## src/rtl/cpu_ctrl_pkg.sv

```systemverilog
// Shared definitions for the pipeline control slice.
// Holds the sequencer state enum, the default register-index width used by
// both the decoder and the hazard logic, and a packed bundle of the five
// per-stage register enables.
package cpu_ctrl_pkg;

    // Register fields in the decoder are 3 bits wide (r0..r7).
    localparam int DEFAULT_REG_ADDR_W = 3;

    typedef enum logic [2:0] {
        S_RESET    = 3'd0,
        S_RUN      = 3'd1,
        S_MEM_WAIT = 3'd2,
        S_DRAIN    = 3'd3,
        S_HALT     = 3'd4
    } ctrl_state_t;

    // Field order matches pipe order, oldest stage last.
    typedef struct packed {
        logic fetch;
        logic decode;
        logic exec;
        logic mem;
        logic wb;
    } stage_en_t;

    localparam stage_en_t EN_NONE = '0;
    localparam stage_en_t EN_ALL  = '1;

endpackage

```

## src/rtl/hazard_detect.sv

```systemverilog
// Load-use hazard detector (purely combinational).
// Flags when the instruction in execute is a register-writing load whose
// destination matches a source register actually read by the instruction in
// decode. Stage-valid qualification is left to the caller.
//
// Ports:
//   dec_reg1, dec_reg2 : decode source register indices
//   dec_use1, dec_use2 : the matching source is really read
//   ex_mem_read        : execute holds a load
//   ex_reg_write       : execute writes a register
//   ex_reg_dest        : destination register of the execute instruction
//   load_use           : hazard present
module hazard_detect
    import cpu_ctrl_pkg::*;
#(
    parameter int REG_ADDR_W = DEFAULT_REG_ADDR_W
) (
    input  logic [REG_ADDR_W-1:0] dec_reg1,
    input  logic [REG_ADDR_W-1:0] dec_reg2,
    input  logic                  dec_use1,
    input  logic                  dec_use2,
    input  logic                  ex_mem_read,
    input  logic                  ex_reg_write,
    input  logic [REG_ADDR_W-1:0] ex_reg_dest,
    output logic                  load_use
);

    logic src1Match;
    logic src2Match;

    // Only sources that are really read can create a dependency; immediate
    // and PC operands are masked off by the use flags.
    assign src1Match = dec_use1 && (dec_reg1 == ex_reg_dest);
    assign src2Match = dec_use2 && (dec_reg2 == ex_reg_dest);

    assign load_use = ex_mem_read && ex_reg_write && (src1Match || src2Match);

endmodule

```

## src/rtl/pipeline_ctrl.sv

```systemverilog
// Central sequencer for the five-stage integer pipeline.
// Produces the per-stage register enables and the PC-load strobe, tracks a
// valid bit for the decode/execute/memory/writeback stages, inserts a bubble
// on load-use hazards, flushes younger stages on a taken branch, freezes the
// pipe while data memory is busy, and drains the pipe on a halt request.
//
// Ports:
//   clk, rst                       : clock, synchronous active-high reset
//   if_valid                       : fetch presents a valid instruction
//   dec_reg1/2, dec_use1/2         : decode source registers and use flags
//   ex_mem_read, ex_reg_write      : execute instruction is a load / writes
//   ex_reg_dest                    : execute destination register
//   ex_branch_taken                : execute resolved a taken branch/jump
//   mem_busy                       : data memory stalls this cycle
//   halt_req                       : level request to stop and drain
//   fetch_en..wb_en, pc_load       : combinational stage enables, PC load
//   dec_valid..wb_valid            : registered stage-valid bits
//   halted                         : registered, pipe empty and stopped
//   stall_count                    : saturating freeze/bubble cycle count
module pipeline_ctrl
    import cpu_ctrl_pkg::*;
#(
    parameter int REG_ADDR_W  = DEFAULT_REG_ADDR_W,
    parameter int STALL_CNT_W = 16
) (
    input  logic                   clk,
    input  logic                   rst,
    input  logic                   if_valid,
    input  logic [REG_ADDR_W-1:0]  dec_reg1,
    input  logic [REG_ADDR_W-1:0]  dec_reg2,
    input  logic                   dec_use1,
    input  logic                   dec_use2,
    input  logic                   ex_mem_read,
    input  logic                   ex_reg_write,
    input  logic [REG_ADDR_W-1:0]  ex_reg_dest,
    input  logic                   ex_branch_taken,
    input  logic                   mem_busy,
    input  logic                   halt_req,
    output logic                   fetch_en,
    output logic                   decode_en,
    output logic                   exec_en,
    output logic                   mem_en,
    output logic                   wb_en,
    output logic                   pc_load,
    output logic                   dec_valid,
    output logic                   ex_valid,
    output logic                   mem_valid,
    output logic                   wb_valid,
    output logic                   halted,
    output logic [STALL_CNT_W-1:0] stall_count
);

    localparam logic [STALL_CNT_W-1:0] CntOne = {{(STALL_CNT_W-1){1'b0}}, 1'b1};

    ctrl_state_t state;
    ctrl_state_t nextState;
    stage_en_t   stageEn;
    logic        pcLoad;
    logic        hazardRaw;
    logic        flushNow;
    logic        bubbleNow;
    logic        draining;
    logic        pipeEmpty;
    logic        countStall;
    logic        nextDec;
    logic        nextEx;
    logic        nextMem;
    logic        nextWb;

    hazard_detect #(
        .REG_ADDR_W (REG_ADDR_W)
    ) uHazard (
        .dec_reg1     (dec_reg1),
        .dec_reg2     (dec_reg2),
        .dec_use1     (dec_use1),
        .dec_use2     (dec_use2),
        .ex_mem_read  (ex_mem_read),
        .ex_reg_write (ex_reg_write),
        .ex_reg_dest  (ex_reg_dest),
        .load_use     (hazardRaw)
    );

    // A taken branch only counts when execute really holds an instruction.
    // The hazard is ignored during a flush because decode is being killed.
    assign flushNow  = ex_valid && ex_branch_taken;
    assign bubbleNow = hazardRaw && dec_valid && ex_valid && !flushNow;

    // Fetch is shut off from the very cycle halt_req is seen in S_RUN, so a
    // halt during S_MEM_WAIT waits for the return to S_RUN.
    assign draining  = (state == S_DRAIN) || ((state == S_RUN) && halt_req);
    assign pipeEmpty = !(dec_valid || ex_valid || mem_valid || wb_valid);

    // Priority mux: freeze > flush > load-use bubble > advance. Holding the
    // valid bits by default makes the freeze case fall out naturally. A
    // freeze while draining stays in S_DRAIN so fetch never re-opens before
    // the halt completes.
    always_comb begin
        nextState  = state;
        stageEn    = EN_NONE;
        pcLoad     = 1'b0;
        countStall = 1'b0;
        nextDec    = dec_valid;
        nextEx     = ex_valid;
        nextMem    = mem_valid;
        nextWb     = wb_valid;

        case (state)
            S_RESET: begin
                nextState = S_RUN;
            end

            S_RUN, S_MEM_WAIT, S_DRAIN: begin
                if (mem_busy) begin
                    countStall = 1'b1;
                end else if (flushNow) begin
                    stageEn = EN_ALL;
                    pcLoad  = 1'b1;
                    nextDec = 1'b0;
                    nextEx  = 1'b0;
                    nextMem = ex_valid;
                    nextWb  = mem_valid;
                end else if (bubbleNow) begin
                    stageEn        = EN_ALL;
                    stageEn.fetch  = 1'b0;
                    stageEn.decode = 1'b0;
                    countStall     = 1'b1;
                    nextEx         = 1'b0;
                    nextMem        = ex_valid;
                    nextWb         = mem_valid;
                end else begin
                    stageEn = EN_ALL;
                    nextDec = if_valid && !draining;
                    nextEx  = dec_valid;
                    nextMem = ex_valid;
                    nextWb  = mem_valid;
                end

                if (draining) begin
                    stageEn.fetch = 1'b0;
                end

                if (state == S_DRAIN) begin
                    nextState = pipeEmpty ? S_HALT : S_DRAIN;
                end else if (mem_busy) begin
                    nextState = S_MEM_WAIT;
                end else if ((state == S_RUN) && halt_req) begin
                    nextState = S_DRAIN;
                end else begin
                    nextState = S_RUN;
                end
            end

            S_HALT: begin
                if (!halt_req) begin
                    nextState = S_RUN;
                end
            end

            default: begin
                nextState = S_RESET;
            end
        endcase

        // Enables stay low for the whole time reset is held, whatever state
        // the register happens to be in.
        if (rst) begin
            stageEn = EN_NONE;
            pcLoad  = 1'b0;
        end
    end

    assign fetch_en  = stageEn.fetch;
    assign decode_en = stageEn.decode;
    assign exec_en   = stageEn.exec;
    assign mem_en    = stageEn.mem;
    assign wb_en     = stageEn.wb;
    assign pc_load   = pcLoad;

    // State, valid chain, halted flag and saturating stall counter.
    always_ff @(posedge clk) begin
        if (rst) begin
            state       <= S_RESET;
            dec_valid   <= 1'b0;
            ex_valid    <= 1'b0;
            mem_valid   <= 1'b0;
            wb_valid    <= 1'b0;
            halted      <= 1'b0;
            stall_count <= '0;
        end else begin
            state     <= nextState;
            dec_valid <= nextDec;
            ex_valid  <= nextEx;
            mem_valid <= nextMem;
            wb_valid  <= nextWb;
            halted    <= (nextState == S_HALT);
            if (countStall && (stall_count != '1)) begin
                stall_count <= stall_count + CntOne;
            end
        end
    end

endmodule

```

## config.mk

```make
export PLATFORM = sky130hd
export DESIGN_NAME = pipeline_ctrl
export DESIGN_NICKNAME = d
export VERILOG_FILES = /design/src/rtl/cpu_ctrl_pkg.sv /design/src/rtl/hazard_detect.sv /design/src/rtl/pipeline_ctrl.sv
export SDC_FILE = /design/constraint.sdc
export NUM_CORES = 1
export LEC_CHECK = 0
export CAP_MARGIN = 30
export CORE_ASPECT_RATIO = 0.9
export CORE_UTILIZATION = 25
export DETAILED_ROUTE_END_ITERATION = 12
export PLACE_DENSITY = 0.52
export SYNTH_ARGS = -nofsm -noshare
export SYNTH_HDL_FRONTEND = slang
export SYNTH_SLANG_ARGS = --single-unit
export TNS_END_PERCENT = 50
```

## constraint.sdc

```tcl
create_clock -name clk -period 4.7 [get_ports clk]
set_input_delay 0.94 -clock clk [delete_from_list [all_inputs] [get_ports clk]]
set_output_delay 0.94 -clock clk [all_outputs]
set_load 0.05 [all_outputs]
```

==> impl_metrics.ini, run 1 <==
[status]
outcome = finished, final reports clean

[sta]
rsz0062_at_grt = no
final-setup-viol-count = 0
fin_crit_ns = 3.99
fmaxAchievable_mhz = 251
setup-tns-final_ns = 0
slew_headroom_pct = 55.4
tightest_slew_ns = 0.666
clock_skew_ns = 0.00354
fin_crit_sh_pct = 84.8
maxSlewViolCount = 0
hold_viol = 0

[clock_network]
cts_root_buf = clkbuf_8
hold_buffers = 0
clockBufferDepth = 2
clk_latency_ns = 0.26
tritoncts = built
cts.repair.resized = 0
cts_num_sinks = 24
clk_pin_slew_ns = 0.08
cts_setup_buffers = 0
htreeDepth = 1
cts-buffers-inserted = 3

[synth]
synth-seq-cells = 24
syn-num-nets = 171
netlist_area_um2 = 1320
ys.flop_type = dfxtp_1
ys_types = 42
async_flop_share_pct = 0
synthCells = 151
ys_seq_area_share_pct = 36.5
synth_edf_count = 0
avgSynthCellArea_um2 = 8.71
yosysWarnings = 0

[worst_hold_path]
hold_class = register to register
min_from = stall_count[5]

[finish]
num-nets-final = 215
diodes = 0
layout_commonest_cell = clkdlybuf4s50_1
syn_to_final_growth_pct = 40.2
final_cell_mix = clkdlybuf4s50_1, dfxtp_1, nor2_1
drive_gt1_share_pct = 9.33

[setup_path]
crit_path_top_delay_cell = clkdlybuf4s50_1
critPathArrivalTime_ns = 3.05
cp_max_fo = 10
crit_required_ns = 3.76
path_cells = clkdlybuf4s50_1, or3_2, nor4_1, clkdlybuf4s50_1
critPathMostFrequentCell = clkdlybuf4s50_1
r2r-start = ex_valid
cp_top_family = buffers and inverters
cp-end-kind = output port
worstSetupPathType = input pin to output port
crit_buf_inv = 2
r2r_setup_slack_ns = 2.58
cp-startpoint = mem_busy
startpoint_type = input pin
max_stage_delay_ns = 0.85

[detailed_routing]
vias = 1205
highest_layer = met4
drt-met1-wl_mm = 1.63
drc = 0
wl_mm = 3.10
drt_iter0_markers = 43
drtPass1Iterations = 4
dr_wl_met3_um = 134
wl_per_cell_um = 12.0
viasPerCell = 4.67
antenna_left = 0
route.met2.wl_mm = 1.32

[place]
portBuffers = 45
gp_congestion = 0.699
dpl.hpwl_mm = 2.31

[grt]
grt_max_degree = 18
overflow = 0
grt_pass1_vias = 1079
grt_pass1_wl_mm = 5.34
grt_use_total_pct = 12.1
antenna_found_initial = 0

[die]
dieArea_um2 = 5550
initial_core_util_pct = 26.5
io_pins = 46
die_x_um = 78.5
fp.coreArea_um2 = 4950
die_h_um = 70.8
rows = 24

[power]
power_density_nw_per_um2 = 232
total_power_w = 0.000427
power_leakage_nw = 0.611
ir_worst_vdd_mv = 0.163

[job]
cap_viol_max_count = 0
cell usage after synthesis, types with 3 or more instances:
master / n / share of area, %
xor2_1: 6 / 4.0
o31ai_1: 4 / 2.3
or4_1: 5 / 2.9
xnor2_1: 6 / 4.0
a21oi_1: 12 / 4.6
dfxtp_1: 24 / 37
or3_2: 3 / 1.7
o21ai_0: 6 / 2.3
mux2i_1: 3 / 2.3
nand3_1: 3 / 1.1
nand4_1: 5 / 2.4
nor3_1: 5 / 1.9
buf_4: 3 / 1.7
o211ai_1: 4 / 2.3
nand2_1: 9 / 2.6
nor2_1: 20 / 5.7
worst min-delay path, cell delays in order, from the launching register on:
cell and delay (ns):
dfxtp_1 0.34, o31ai_1 0.07, a21oi_1 0.05
power breakdown:
| part | internal [W] | leakage [nW] | switching, W | total, W |
|---|---|---|---|---|
| Combinational | 0.0000408 | 0.395 | 0.0000505 | 0.0000913 |
| Sequential | 0.000208 | 0.194 | 0.00000762 | 0.000216 |
| Clock | 0.0000573 | 0.0216 | 0.0000629 | 0.000120 |
| Total | 0.000306 | 0.611 | 0.000121 | 0.000427 |
stage by stage:
step	cells	instance area, um2	hold slack (ns)	setup WS (ns)	util [%]
finish	258	1840	0.499	0.714	37.2
global route	258	1840	0.536	0.644	37.2
CTS	258	1840	0.511	0.699	37.2
detailed placement	255	1800	0.496	0.702	36.4
global placement	255	1800	0.495	0.706	36.4
floorplan	151	1320	0.582	0.705	-
routing by layer:
| metal | vias to the layer above | track usage (%) |
|---|---|---|
| met5 | - | 0 |
| met4 | 0 | 2.47 |
| met3 | 2 | 3.23 |
| met2 | 21 | 18.2 |
| met1 | 543 | 17.4 |
| li1 | 639 | - |
area by class of cell:
type,count,area (um2)
multi-input cells,118,768
fillers,528,3110
well taps,65,81.3
flip-flops and latches,24,480
clock buffers,3,41.3
repair buffers,48,473
final timing paths:
check / endpoint / cells past startpoint
max: fetch_en / 4
min: stall_count[5] / 2
min reg2reg: stall_count[5] / 2
max reg2reg: stall_count[13] / 6
sequential cells by signal, summed over array words and instances (netlist names):
register,count
stall_count,16
state,3
dec_valid,1
ex_valid,1
halted,1
mem_valid,1
wb_valid,1
logic make-up (layout without fill, tap and decap cells):
logic type               count (synthesis)  after routing  share of synthesized area, %
AO/OA/AOI/OAI                           34             34                          18.0
XOR/XNOR                                12             12                          7.99
buffers and inverters                    9             51                          5.04
adder cells (fa/ha/maj)                  1              1                         0.951
multiplexers                             3              3                          2.28
AND/OR/NAND/NOR                         68             68                          29.2
flip-flops                              24             24                          36.5
Note: power is estimated with default switching activity, not from simulation.
==> inputs of run 2 (changes only) <==
clock period = 3.7 ns   (was 4.7 ns; I/O delays follow)
==> run 2 against run 1 <==
Against the previous run:
- register-to-register slack worse by 1.0 ns
- first-iteration DRC count down 16%
- cell count up 0.78%
- sequential share of layout area down 0.94 points
- flip-flop and latch count unchanged
- wire length up 3.4%
- clock power up 49%
- worst setup slack worse by 0.19 ns
- combinational power up 37%
- clock-buffer cell count up 1
- non-clock buffer count up 1
==> impl_metrics.ini, run 2 (synthesis results as in run 1) <==
[die]
die_h_um = 70.8
io_pins = 46
die_x_um = 78.5
dieArea_um2 = 5550
initial_core_util_pct = 26.5
rows = 24
fp.coreArea_um2 = 4950

[power]
power_leakage_nw = 0.649
p_sw_share_pct = 27.8
ir_worst_vdd_mv = 0.139
combPwrFrac_pct = 21.6
power_frac_seq_pct = 47.5
switchingPower_w = 0.000160
power_density_nw_per_um2 = 302
p_int_w = 0.000417
clkPwrFrac_pct = 31.0

[clock_network]
cts_setup_buffers = 0
cts_root_buf = clkbuf_8
clockBufferDepth = 2
clk_pin_slew_ns = 0.08
cts-buffers-inserted = 3
hold_buffers = 0
cts_num_sinks = 24
htreeDepth = 1
cts.repair.resized = 0
tritoncts = built
clk_latency_ns = 0.26

[finish]
layout_commonest_cell = clkdlybuf4s50_1
final_cell_mix = clkdlybuf4s50_1, dfxtp_1, nor2_1
regMostFlops = stall_count
drive_gt1_share_pct = 13.3
syn_to_final_growth_pct = 45.5
largest_reg_flops = 16
final_area_um2 = 1910
num-nets-final = 216
diodes = 0
top_regs = stall_count (16), state (3)
fill_cells = 513

[setup_path]
r2r_end = stall_count[13]
cp_max_fo = 10
r2r-start = stall_count[0]
worstSetupPathType = input pin to output port
r2r_setup_slack_ns = 1.58
cp-end-kind = output port
worstRegToRegCells = 6
crit_required_ns = 2.96
startpoint_type = input pin
critPathArrivalTime_ns = 2.43

[detailed_routing]
viasPerCell = 4.81
drc = 0
drtPass1Iterations = 4
wl_mm = 3.20
wl_per_cell_um = 12.3
vias = 1250
drt_iter0_markers = 36
antenna_left = 0

[sta]
fin_crit_sh_pct = 85.7
final-setup-viol-count = 0
hold_viol = 0
fmaxAchievable_mhz = 315
maxSlewViolCount = 0
slew_headroom_pct = 60.6
rsz0062_at_grt = no
clock_skew_ns = 0.00376
fin_crit_ns = 3.17
setup-tns-final_ns = 0
tightest_slew_ns = 0.590

[place]
gp_congestion = 0.686
dpl.hpwl_mm = 2.38
post_dp_cell_area_um2 = 1860
portBuffers = 45

[grt]
met2_usage_pct = 18.6
grt_use_total_pct = 12.3
grt_busiest_layer = met2
grt_pass1_wl_mm = 5.49
use_met1_pct = 17.4
grt_max_degree = 17
met3_usage_pct = 3.48
antenna_found_initial = 0
grt_pass1_vias = 1195
overflow = 0

[status]
outcome = finished, final reports clean

[worst_hold_path]
hold_class = register to register
hold_depth = 2
hold-path-endpoint = stall_count[5]
min_from = stall_count[5]

[job]
cap_viol_max_count = 0
run 2: cell types whose count changed in the layout (fill, tap and decap cells not counted):
cell,previous run,this run
clkbuf_8,3,4
buf_4,3,5
buf_12,0,5
clkdlybuf4s50_1,45,39
run 2: worst max path at each step:
stage | from | to | slack (ns) | depth (start not counted)
2_1_floorplan | mem_busy | fetch_en | 0.10 | 3
3_3_place_gp | mem_busy | exec_en | 0.54 | 4
3_5_place_dp | mem_busy | mem_en | 0.53 | 4
4_1_cts | mem_busy | mem_en | 0.51 | 4
5_1_grt | mem_busy | wb_en | 0.47 | 4
6_report | mem_busy | mem_en | 0.53 | 4
run 2: through the flow:
| step | power (W) | instances | hold slack (ns) | setup slack, ns | util, % |
|---|---|---|---|---|---|
| 4_1_cts | 0.000589 | 260 | 0.519 | 0.513 | 38.6 |
| 2_1_floorplan | 0.000357 | 151 | 0.582 | 0.105 | - |
| 5_1_grt | 0.000609 | 260 | 0.551 | 0.474 | 38.6 |
| 3_5_place_dp | 0.000405 | 256 | 0.496 | 0.531 | 37.5 |
| 3_3_place_gp | 0.000404 | 256 | 0.495 | 0.543 | 37.5 |
| 6_report | 0.000578 | 260 | 0.510 | 0.528 | 38.6 |
run 2: metal layers:
layer / vias up / share of wire [%]
met4: 0 / 0.53
met1: 573 / 53
met2: 21 / 43
met3: 2 / 4.3
li1: 654 / -
met5: - / 0
run 2: area by class of cell:
type	instances	area, um2	area share (%)
well taps	65	81.3	4.25
clock buffers	4	55.1	2.88
repair buffers	49	528	27.6
flip-flops and latches	24	480	25.1
multi-input cells	118	768	40.2
run 2: worst max-delay path: stages:
cell and delay [ns]:
clkdlybuf4s50_1 0.42, or3_2 0.59, nor2_1 0.47, buf_12 0.21
run 2: power by group through the flow:
stage,Clock [W],Combinational [W],Sequential (W)
global placement,0,0.000124,0.000280
CTS,0.000189,0.000125,0.000274
detailed placement,0,0.000125,0.000280
global route,0.000199,0.000134,0.000276
finish,0.000179,0.000125,0.000274
floorplan,0,0.0000669,0.000290
